<file path="config.mk">
export PLATFORM = sky130hd
export DESIGN_NAME = sha256_msg_feeder
export DESIGN_NICKNAME = d
export VERILOG_FILES = /design/src/rtl/sha256_pkg.sv /design/src/rtl/sha256_msg_feeder.sv
export SDC_FILE = /design/constraint.sdc
export NUM_CORES = 2
export LEC_CHECK = 0
export ABC_AREA = 0
export CAP_MARGIN = 20
export CORE_AREA = 2 2 509 511
export CTS_CLUSTER_SIZE = 28
export DETAILED_ROUTE_END_ITERATION = 8
export DIE_AREA = 0 0 511 513
export GPL_TIMING_DRIVEN = 0
export PLACE_DENSITY = 0.47
export SLEW_MARGIN = 30
export SYNTH_ARGS = -nofsm -noshare
export SYNTH_HDL_FRONTEND = slang
export SYNTH_SLANG_ARGS = --single-unit
</file>
<file path="constraint.sdc">
create_clock -name clk -period 4.4 [get_ports clk]
set_input_delay 0.44 -clock clk [delete_from_list [all_inputs] [get_ports clk]]
set_output_delay 0.44 -clock clk [all_outputs]
set_load 0.02 [all_outputs]
</file>
<file path="src/rtl/sha256_pkg.sv">
// Shared constants and FSM encoding for the SHA-256 message feeder.
package sha256_pkg;

  localparam int SHA256_BLOCK_W = 512;
  localparam int SHA256_STATE_W = 256;

  localparam logic [SHA256_STATE_W-1:0] IV256 =
    256'h6a09e667_bb67ae85_3c6ef372_a54ff53a_510e527f_9b05688c_1f83d9ab_5be0cd19;
  localparam logic [SHA256_STATE_W-1:0] IV224 =
    256'hc1059ed8_367cd507_3070dd17_f70e5939_ffc00b31_68581511_64f98fa7_befa4fa4;

  typedef enum logic [2:0] {
    ST_IDLE = 3'd0,
    ST_FILL = 3'd1,
    ST_PAD  = 3'd2,
    ST_LOAD = 3'd3,
    ST_WAIT = 3'd4,
    ST_DONE = 3'd5
  } feeder_state_e;

endpackage

</file>
<file path="src/rtl/sha256_msg_feeder.sv">
// SHA-256 padding front end: packs a 32-bit word stream into 512-bit blocks and
// sequences sha256_core. Optional SHA-224 IV select via SHA256_FEEDER_SHA224_EN.
module sha256_msg_feeder
  import sha256_pkg::*;
#(
  parameter int IV_SEL_W = 1
) (
  input  logic                      clk,
  input  logic                      rst_i,
  input  logic                      start_i,
`ifdef SHA256_FEEDER_SHA224_EN
  input  logic [IV_SEL_W-1:0]       mode_i,
`endif
  input  logic [31:0]               data_i,
  input  logic                      valid_i,
  input  logic                      last_i,
  input  logic [2:0]                bytes_i,
  output logic                      ready_o,
  output logic                      core_load_o,
  output logic [SHA256_BLOCK_W-1:0] core_data_o,
  output logic [SHA256_STATE_W-1:0] core_state_o,
  input  logic [SHA256_STATE_W-1:0] core_state_i,
  input  logic                      core_busy_i,
  output logic [SHA256_STATE_W-1:0] digest_o,
  output logic                      done_o,
  output logic                      busy_o
);

  feeder_state_e             state_q, state_d;
  logic [4:0]                idx_q, idx_d;
  logic [31:0]               blk_q [16];
  logic [31:0]               blk_d [16];
  logic [SHA256_STATE_W-1:0] chain_q, chain_d;
  logic [SHA256_STATE_W-1:0] digest_q, digest_d;
  logic [63:0]               cnt_q, cnt_d;
  logic                      marker_q, marker_d;
  logic                      len_hi_q, len_hi_d;
  logic                      len_done_q, len_done_d;
  logic                      pad_pending_q, pad_pending_d;
  logic                      done_q, done_d;

  logic [31:0]               fill_word;
  logic [SHA256_STATE_W-1:0] iv_sel;
  logic [SHA256_STATE_W-1:0] final_digest;

`ifdef SHA256_FEEDER_SHA224_EN
  assign iv_sel       = (mode_i == IV_SEL_W'(1)) ? IV224 : IV256;
  assign final_digest = {core_state_i[SHA256_STATE_W-1:32], 32'h0};
`else
  assign iv_sel       = IV256;
  assign final_digest = core_state_i;
`endif

  // Incoming word with unused low bytes cleared and, on a short last word,
  // the 0x80 marker dropped into the first free byte.
  always_comb begin
    case (bytes_i)
      3'd0:    fill_word = 32'h0;
      3'd1:    fill_word = {data_i[31:24], 24'h0};
      3'd2:    fill_word = {data_i[31:16], 16'h0};
      3'd3:    fill_word = {data_i[31:8], 8'h0};
      default: fill_word = data_i;
    endcase
    if (last_i) begin
      case (bytes_i)
        3'd0:    fill_word[31:24] = 8'h80;
        3'd1:    fill_word[23:16] = 8'h80;
        3'd2:    fill_word[15:8]  = 8'h80;
        3'd3:    fill_word[7:0]   = 8'h80;
        default: ;
      endcase
    end
  end

  assign ready_o     = (state_q == ST_FILL) && (idx_q < 5'd16);
  // The core has no reset, so a load must not leak through during rst_i.
  assign core_load_o = (state_q == ST_LOAD) && !rst_i;
  assign busy_o      = (state_q != ST_IDLE) && (state_q != ST_DONE);
  assign done_o      = done_q;
  assign digest_o    = digest_q;
  assign core_state_o = chain_q;

  always_comb begin
    for (int i = 0; i < 16; i++) begin
      core_data_o[SHA256_BLOCK_W-1-32*i -: 32] = blk_q[i];
    end
  end

  always_comb begin
    // NOTE: every _d gets its hold value first so no path leaves it unassigned
    // and no latch is inferred.
    state_d       = state_q;
    idx_d         = idx_q;
    blk_d         = blk_q;
    chain_d       = chain_q;
    digest_d      = digest_q;
    cnt_d         = cnt_q;
    marker_d      = marker_q;
    len_hi_d      = len_hi_q;
    len_done_d    = len_done_q;
    pad_pending_d = pad_pending_q;
    done_d        = 1'b0;

    case (state_q)
      ST_IDLE, ST_DONE: begin
        if (start_i && !core_busy_i) begin
          chain_d       = iv_sel;
          digest_d      = '0;
          idx_d         = '0;
          cnt_d         = '0;
          marker_d      = 1'b0;
          len_hi_d      = 1'b0;
          len_done_d    = 1'b0;
          pad_pending_d = 1'b0;
          state_d       = ST_FILL;
        end
      end

      ST_FILL: begin
        if (valid_i && ready_o) begin
          blk_d[idx_q[3:0]] = fill_word;
          cnt_d             = cnt_q + {58'h0, bytes_i, 3'b000};
          idx_d             = idx_q + 5'd1;
          if (last_i) begin
            marker_d = (bytes_i < 3'd4);
            state_d  = ST_PAD;
          end else if (idx_q == 5'd15) begin
            state_d = ST_LOAD;
          end
        end
      end

      ST_PAD: begin
        if (idx_q == 5'd16) begin
          // Length did not fit; it goes into a follow-up pad-only block.
          pad_pending_d = 1'b1;
          state_d       = ST_LOAD;
        end else if (!marker_q) begin
          blk_d[idx_q[3:0]] = 32'h8000_0000;
          marker_d          = 1'b1;
          idx_d             = idx_q + 5'd1;
        end else if (idx_q == 5'd14) begin
          blk_d[14] = cnt_q[63:32];
          len_hi_d  = 1'b1;
          idx_d     = idx_q + 5'd1;
        end else if (idx_q == 5'd15 && len_hi_q) begin
          blk_d[15]  = cnt_q[31:0];
          len_done_d = 1'b1;
          idx_d      = idx_q + 5'd1;
          state_d    = ST_LOAD;
        end else begin
          blk_d[idx_q[3:0]] = 32'h0;
          idx_d             = idx_q + 5'd1;
        end
      end

      ST_LOAD: begin
        if (core_busy_i) state_d = ST_WAIT;
      end

      ST_WAIT: begin
        if (!core_busy_i) begin
          chain_d = core_state_i;
          idx_d   = '0;
          if (len_done_q) begin
            digest_d = final_digest;
            done_d   = 1'b1;
            state_d  = ST_DONE;
          end else if (pad_pending_q) begin
            blk_d         = '{default: '0};
            pad_pending_d = 1'b0;
            state_d       = ST_PAD;
          end else begin
            state_d = ST_FILL;
          end
        end
      end

      default: state_d = ST_IDLE;
    endcase
  end

  // NOTE: the block buffer is reset too, because core_data_o must read zero
  // out of reset; it is small enough to live in flops.
  always_ff @(posedge clk) begin
    if (rst_i) begin
      state_q       <= ST_IDLE;
      idx_q         <= '0;
      for (int i = 0; i < 16; i++) blk_q[i] <= '0;
      chain_q       <= '0;
      digest_q      <= '0;
      cnt_q         <= '0;
      marker_q      <= 1'b0;
      len_hi_q      <= 1'b0;
      len_done_q    <= 1'b0;
      pad_pending_q <= 1'b0;
      done_q        <= 1'b0;
    end else begin
      // NOTE: non-blocking so every flop samples the pre-edge _d values.
      state_q       <= state_d;
      idx_q         <= idx_d;
      blk_q         <= blk_d;
      chain_q       <= chain_d;
      digest_q      <= digest_d;
      cnt_q         <= cnt_d;
      marker_q      <= marker_d;
      len_hi_q      <= len_hi_d;
      len_done_q    <= len_done_d;
      pad_pending_q <= pad_pending_d;
      done_q        <= done_d;
    end
  end

endmodule
</file>
Yosys cells after proc, flatten, opt, wreduce, memory -nomap -nowiden
Index checks and enable logic that the tools add are counted.
W data, S select, Z words.
{"block": "totals", "reg_bits": 1101, "latchBits": 0, "ramBits": 0, "rom_bits": 0, "input_bits": 297, "word_cells": 173, "memories": 0}
{"block": "op_classes", "n_addsub": 2, "mul": 0, "div": 0, "magnitude_cmp": 4, "n_eq_ne": 33, "shifts": 0, "n_mux": 68, "bitwise": 7, "reduce_logical": 33}
{"cell": "$mux W512", "count": 6}
{"cell": "$pmux W512 S3", "count": 1}
{"cell": "$mux W256", "count": 5}
{"cell": "$pmux W256 S2", "count": 2}
{"cell": "$and A512 B512 Y512", "count": 1}
{"cell": "$bwmux W512", "count": 1}
{"cell": "$not A512 Y512", "count": 1}
{"cell": "$and A496 B496 Y496", "count": 1}
{"cell": "$not A496 Y496", "count": 1}
{"cell": "$mux W480", "count": 1}
{"cell": "$mux W448", "count": 1}
{"cell": "$mux W32", "count": 5}
{"cell": "$demux W32 S4", "count": 1}
{"cell": "$mux W64", "count": 2}
{"cell": "$pmux W32 S4", "count": 1}
{"cell": "$pmux W64 S2", "count": 1}
{"cell": "$add A64 B6 Y64", "count": 1}
{"cell": "$mux W3", "count": 11}
{"cell": "$mux W8", "count": 4}
{"cell": "$ne A2 B2 Y1 const B", "count": 13}
{"cell": "$mux W5", "count": 4}
{"cell": "$pmux W5 S4", "count": 1}
{"cell": "$reduce_and A5 Y1", "count": 4}
{"cell": "$ne A3 B3 Y1 const B", "count": 6}
{"cell": "other kinds (34)", "count": 72}

Logic depth before layout (Yosys ltp)
{"block": "logic_depth", "depth_word": 12, "depth_mapped": 13, "depth_no_buf": 9}

Worst setup path before layout
No wires, ideal clock.
{"block": "synth_timing", "kind": "reg-to-reg", "from": "register idx_q[0]", "to": "register blk_q (netlist bit core_data_o[320])", "setup_time_ps": 117, "t_arrival_ps": 2523, "slack_ps": 1760, "stages_incl_launch_ff": 12, "path_buffers": 2, "synth_period_minus_slack_ps": 2640, "cell_sequence": "dfxtp_1 -> ha_1 -> nand3_1 -> inv_1 -> ha_1 -> and3_1 -> clkbuf_1 -> a211o_1 -> a221oi_2 -> buf_2 -> o21ai_1 -> a32o_1"}
{"block": "synth_via", "elab_chain_cells": 12, "elab_cells_between_ends": 29, "classes_between": "order compare (3); eq/ne (7); mux (9); bitwise (5); reduce/logical (5)"}
{"item": "start, declared", "line_no": "sha256_msg_feeder.sv:30", "rtl": "logic [4:0] idx_q, idx_d;"}
{"item": "start signal, assigned", "line_no": "sha256_msg_feeder.sv:201", "rtl": "idx_q <= idx_d;"}
{"item": "$not A4 Y5 (not written as such)", "line_no": "sha256_msg_feeder.sv:121, sha256_msg_feeder.sv:139, sha256_msg_feeder.sv:152"}
{"item": "$ge A5 B5 Y1 (not written as such) / $lt A5 B1 Y1 (equally long branches)", "line_no": "sha256_msg_feeder.sv:121, sha256_msg_feeder.sv:139, sha256_msg_feeder.sv:152"}
{"item": "$logic_and A1 B1 Y1 (not written as such)", "line_no": "sha256_msg_feeder.sv:121, sha256_msg_feeder.sv:139, sha256_msg_feeder.sv:152"}
{"item": "$mux W32 (not written as such)", "line_no": "sha256_msg_feeder.sv:121, sha256_msg_feeder.sv:139, sha256_msg_feeder.sv:152"}
{"item": "$demux W32 S4", "line_no": "sha256_msg_feeder.sv:121, sha256_msg_feeder.sv:139, sha256_msg_feeder.sv:152"}
{"item": "$not A512 Y512 (no line)"}
{"item": "$and A512 B512 Y512 (no line)"}
{"item": "$mux W480", "line_no": "sha256_msg_feeder.sv:146", "rtl": "end else if (idx_q == 5'd15 && len_hi_q) begin"}
{"item": "$mux W448", "line_no": "sha256_msg_feeder.sv:142", "rtl": "end else if (idx_q == 5'd14) begin"}
{"item": "$mux W512", "line_no": "sha256_msg_feeder.sv:138", "rtl": "end else if (!marker_q) begin"}
{"item": "$mux W512", "line_no": "sha256_msg_feeder.sv:134", "rtl": "if (idx_q == 5'd16) begin"}
{"item": "$pmux W512 S3", "line_no": "sha256_msg_feeder.sv:104", "rtl": "case (state_q)"}
{"item": "end signal, assigned", "line_no": "sha256_msg_feeder.sv:202", "rtl": "blk_q <= blk_d;"}
{"item": "end, declared", "line_no": "sha256_msg_feeder.sv:31", "rtl": "logic [31:0] blk_q [16];"}
Several ways; a longest one is shown, not always the timed one. The select of a mux whose other input is x is not followed.
A chain may end at the register's enable or synchronous reset.

Final worst setup path
{"block": "layout_timing", "from": "register idx_q[0]", "to": "register blk_q (netlist bit core_data_o[94])"}
The elaborated chain is that of the path after synthesis.

==> metrics.md <==
| Metric | Value |
|---|---|
| Final Wtd Congestion | approximately 0.92 |
| Global route overflow | 0 |
| #FFs+latches synth | about 1100 |
| Die W | approximately 510 um |
| CP most frequent cell | nand3_1 |
| Starting density of the core | 0.175 |
| Minimum clock period | between 4 and 5 ns |
| Worst Setup End Kind | register |
| Seq/Total Area, Yosys | 0.490 |
| Leak | approximately 23 nW |
| Peak supply drop | 0.000348 V |
| Die Height | 513 um |
| Vias in the first global route | 48500 |
| Synth Net Count | roughly 5700 |
| Placeable core area | 0.256 mm2 |
| # rows | about 190 |
| CP Max Fanout | 10 |
| Crit path cell chain | ha_1 -> nand3_1 -> inv_1 -> ha_1 -> and3_1 -> nand2_2 -> buf_2 -> nand2_1 -> buf_2 -> clkbuf_1 -> nand3_1 -> nand3_1 |
| CP max stage delay | 0.46 ns |
| P per Cell Area | 464 mW/mm2 |
| Yosys warning count | 0 |
| Worst Max-Slew Pin Slew | 1.06 ns |
| HPWL after detailed placement | 248000 um |
| Switch Pwr | between 0.01 and 0.015 W |
| Crit-path slowest cell | and3_1 |
| Num Clock Sinks | between 1000 and 1500 |
| Avg Inst Size Synth | roughly 8.3 um2 |
| Die ar. | 0.262 mm2 |
| Post-synthesis cell type count | 74 |
| Total Wirelength | 308000 um |
| Worst-path clk slew | 0.06 ns |
| Hold Slack | 0.222 ns |
| Max-cap violations | 0 |
| GRT Resource Usage Total | 0.224 |
| FILL cells | 27500 |
| Vias per cell | 4.87 |
| TritonCTS clock tree | done |
| Part of the power in combinational logic | 0.265 |
| Ports | 1325 |
| FFs w/ async S/R, synth | 0 |
| Fin crit share | 0.918 |
| TritonCTS buffer count | 141 |
| Drt wl/cell | 29.6 um |
| Synth Cell Area | 0.0449 mm2 |
| Clock network power share | 0.392 |
| PortBufs | around 1300 |
| Peak Freq | between 200 and 250 MHz |
| Prevailing post-synth register cell | dfxtp_1 |
| Cell-internal power | 0.0198 W |
| Area of the multi-input gates | 0.0206 mm2 |
| Power, Total | 0.0314 W |
| Share of layout cells above drive strength 1 | 0.0784 |
| Critical Path Source Type | register |
| WS Path Type | reg2reg |
| Clk root buf | clkbuf_16 |
| Largest net degree at the start of global routing | 17 |
| Crit path DAT | 4.80 ns |
| Final Max Tran Viols | 0 |
| DRC viols | 0 |
| Layout Nets | 7183 |
| Final Skew | 0.0444 ns |
| WP data required | 5.16 ns |
| Htree depth | 4 |
| Sw frac | 0.371 |
| Sequential share of power | 0.343 |
| Pre-antenna DRT Iters | 6 |
| Slew margin rel. | 0.289 |
| Iteration-0 DRC Markers | 4917 |
| Hold Path Class | in2reg |
| RSZ-0062 raised after global routing | no |
| Worst-skew pair later-pin latency | 0.82 ns |
| Post-synth EDFFs | 0 |
| Final setup violation count | 0 |
| First-pass GRT wire length | 415000 um |
| ANT nets after route | 0 |
| Cells after Synth | 5398 |
| Sequential cell area | about 0.022 mm2 |
| Final hold viol count | 0 |
| Vias | 50600 |
| Area delta synth->final | 50.9% |
| Clk buf depth | 3 |
| Status | completed |
| Initial antenna violation count | 39 |
==> final timing paths <==
check             depth (start not counted)  slack, ns                             to                startpoint
hold / removal                            3       0.22  core_state_o[29]$_SDFFE_PP0P_          core_state_i[29]
hold reg to reg                           2       0.45       digest_o[3]$_SDFFE_PP0P_  digest_o[3]$_SDFFE_PP0P_
setup reg to reg                         12       0.36   core_data_o[94]$_SDFFE_PP0P_     idx_q[0]$_SDFFE_PP0P_
setup / recovery                         12       0.36   core_data_o[94]$_SDFFE_PP0P_     idx_q[0]$_SDFFE_PP0P_
==> cell usage in the layout (no fill, tap or decap), types with 19 or more instances in the layout <==
master,Yosys,routed
buf_2,60,60
o211ai_1,358,358
clkbuf_1,500,474
or4_1,36,36
clkinv_2,0,19
clkbuf_16,0,142
clkdlybuf4s50_1,0,1323
a311oi_1,42,42
o221a_2,151,151
o2bb2ai_1,35,35
a22o_1,57,57
buf_1,23,23
and3_1,21,21
nand2_1,946,945
nor3_1,27,27
o31ai_1,38,38
nand3_1,1051,1051
diode_2,0,19
clkbuf_2,1,53
nor2_1,108,105
clkbuf_8,0,31
inv_1,23,23
dfxtp_1,1098,1098
o21ai_0,29,28
a21oi_1,525,524
==> flip-flops by register name (all words and copies together), names as in the netlist <==
name,count
state_q,3
marker_q,1
done_o,1
pad_pending_q,1
idx_q,5
cnt_q,61
len_hi_q,1
len_done_q,1
core_state_o,256
digest_o,256
core_data_o,512
==> power by group through the flow <==
stage               clock (W)  combinational [W]  sequential, W
detailed placement          0            0.00834         0.0110
finish                 0.0123            0.00834         0.0108
CTS                    0.0126            0.00838         0.0108
global route           0.0130            0.00880         0.0108
global placement            0            0.00820         0.0110
floorplan                   0            0.00368         0.0113
==> layout make-up <==
| cell class | instances | area share |
|---|---|---|
| buffer | 588 | 0.0351 |
| antenna | 19 | 0.000702 |
| clock inverter | 56 | 0.0115 |
| multi-input combinational | 3682 | 0.303 |
| tap | 3384 | 0.0625 |
| sequential | 1098 | 0.324 |
| timing repair buffer | 1338 | 0.200 |
| inverter | 28 | 0.00155 |
| clock buffer | 202 | 0.0604 |
==> critical path: cells and delay by family (launching register included) <==
family	cells	cell delay [ns]
flops	1	0.40
fa+ha+maj	2	0.57
buf+inv	4	1.49
simple gates	6	1.49
==> synthesized netlist by cell type (all sizes together), types with 4 or more instances <==
library cell	number	area (um2)
nor3	27	135
and3b	7	61.3
o21a	7	52.6
o31ai	38	285
o2bb2ai	35	307
a32oi	11	96.3
nor4	9	68.8
or3	13	81.3
buf	89	435
nand2b	9	56.3
a221oi	4	53.8
o21ai	32	160
nand3b	5	37.5
a22o	57	499
o22ai	8	50.1
or4	37	282
o311ai	10	87.6
nand3	1051	5260
ha	8	100
nor2	108	405
a22oi	9	67.6
nor2b	16	100
a31oi	5	31.3
xnor2	9	78.8
and3	21	131
o221a	151	1700
a311oi	42	368
nand2	946	3550
or3b	4	35.0
inv	24	90.1
a32o	14	140
nor3b	6	65.1
a21o	6	45.0
o211ai	359	2700
a211o	16	140
and4	5	43.8
nand4	16	100
clkinv	4	15.0
a21oi	529	2660
dfxtp	1098	22000
clkbuf	501	1880
a211oi	15	113
==> metal layers <==
layer | track usage | share of wire | vias to the layer above
li1 | - | - | 22600
met1 | 0.252 | 0.38 | 24900
met2 | 0.385 | 0.48 | 2542
met3 | 0.0646 | 0.084 | 527
met4 | 0.112 | 0.057 | 24
met5 | 0 | 0.00044 | -
==> stage by stage <==
stage / std cells / setup WS (ns) / utilization / cell area (um2) / TNS (ns)
after floorplan: 5398 / 1.76 / - / 44900 / 0
after global placement: 10100 / -0.862 / 0.243 / 62400 / -182.68
final: 10400 / 0.360 / 0.264 / 67700 / 0
after CTS: 10400 / 0.102 / 0.264 / 67700 / 0
after detailed placement: 10100 / -0.119 / 0.245 / 62800 / -2.49
after global routing: 10400 / 0.0246 / 0.264 / 67700 / 0
==> kinds of logic after synthesis <==
group	after synthesis	synth area share
simple gates	2296	0.235
compound gates	1361	0.216
flops	1098	0.490
buf+inv	618	0.0539
xor+xnor	11	0.00215
fa+ha+maj	11	0.00312
mux	3	0.000669
==> timing repair <==
action,CTS,global route
hold buffers,0,0
endpoints found under the setup margin,62,112
buffers inserted,0,0
resized for setup,4,0
cloned,0,0
Note: power is estimated with default switching activity, not from simulation.
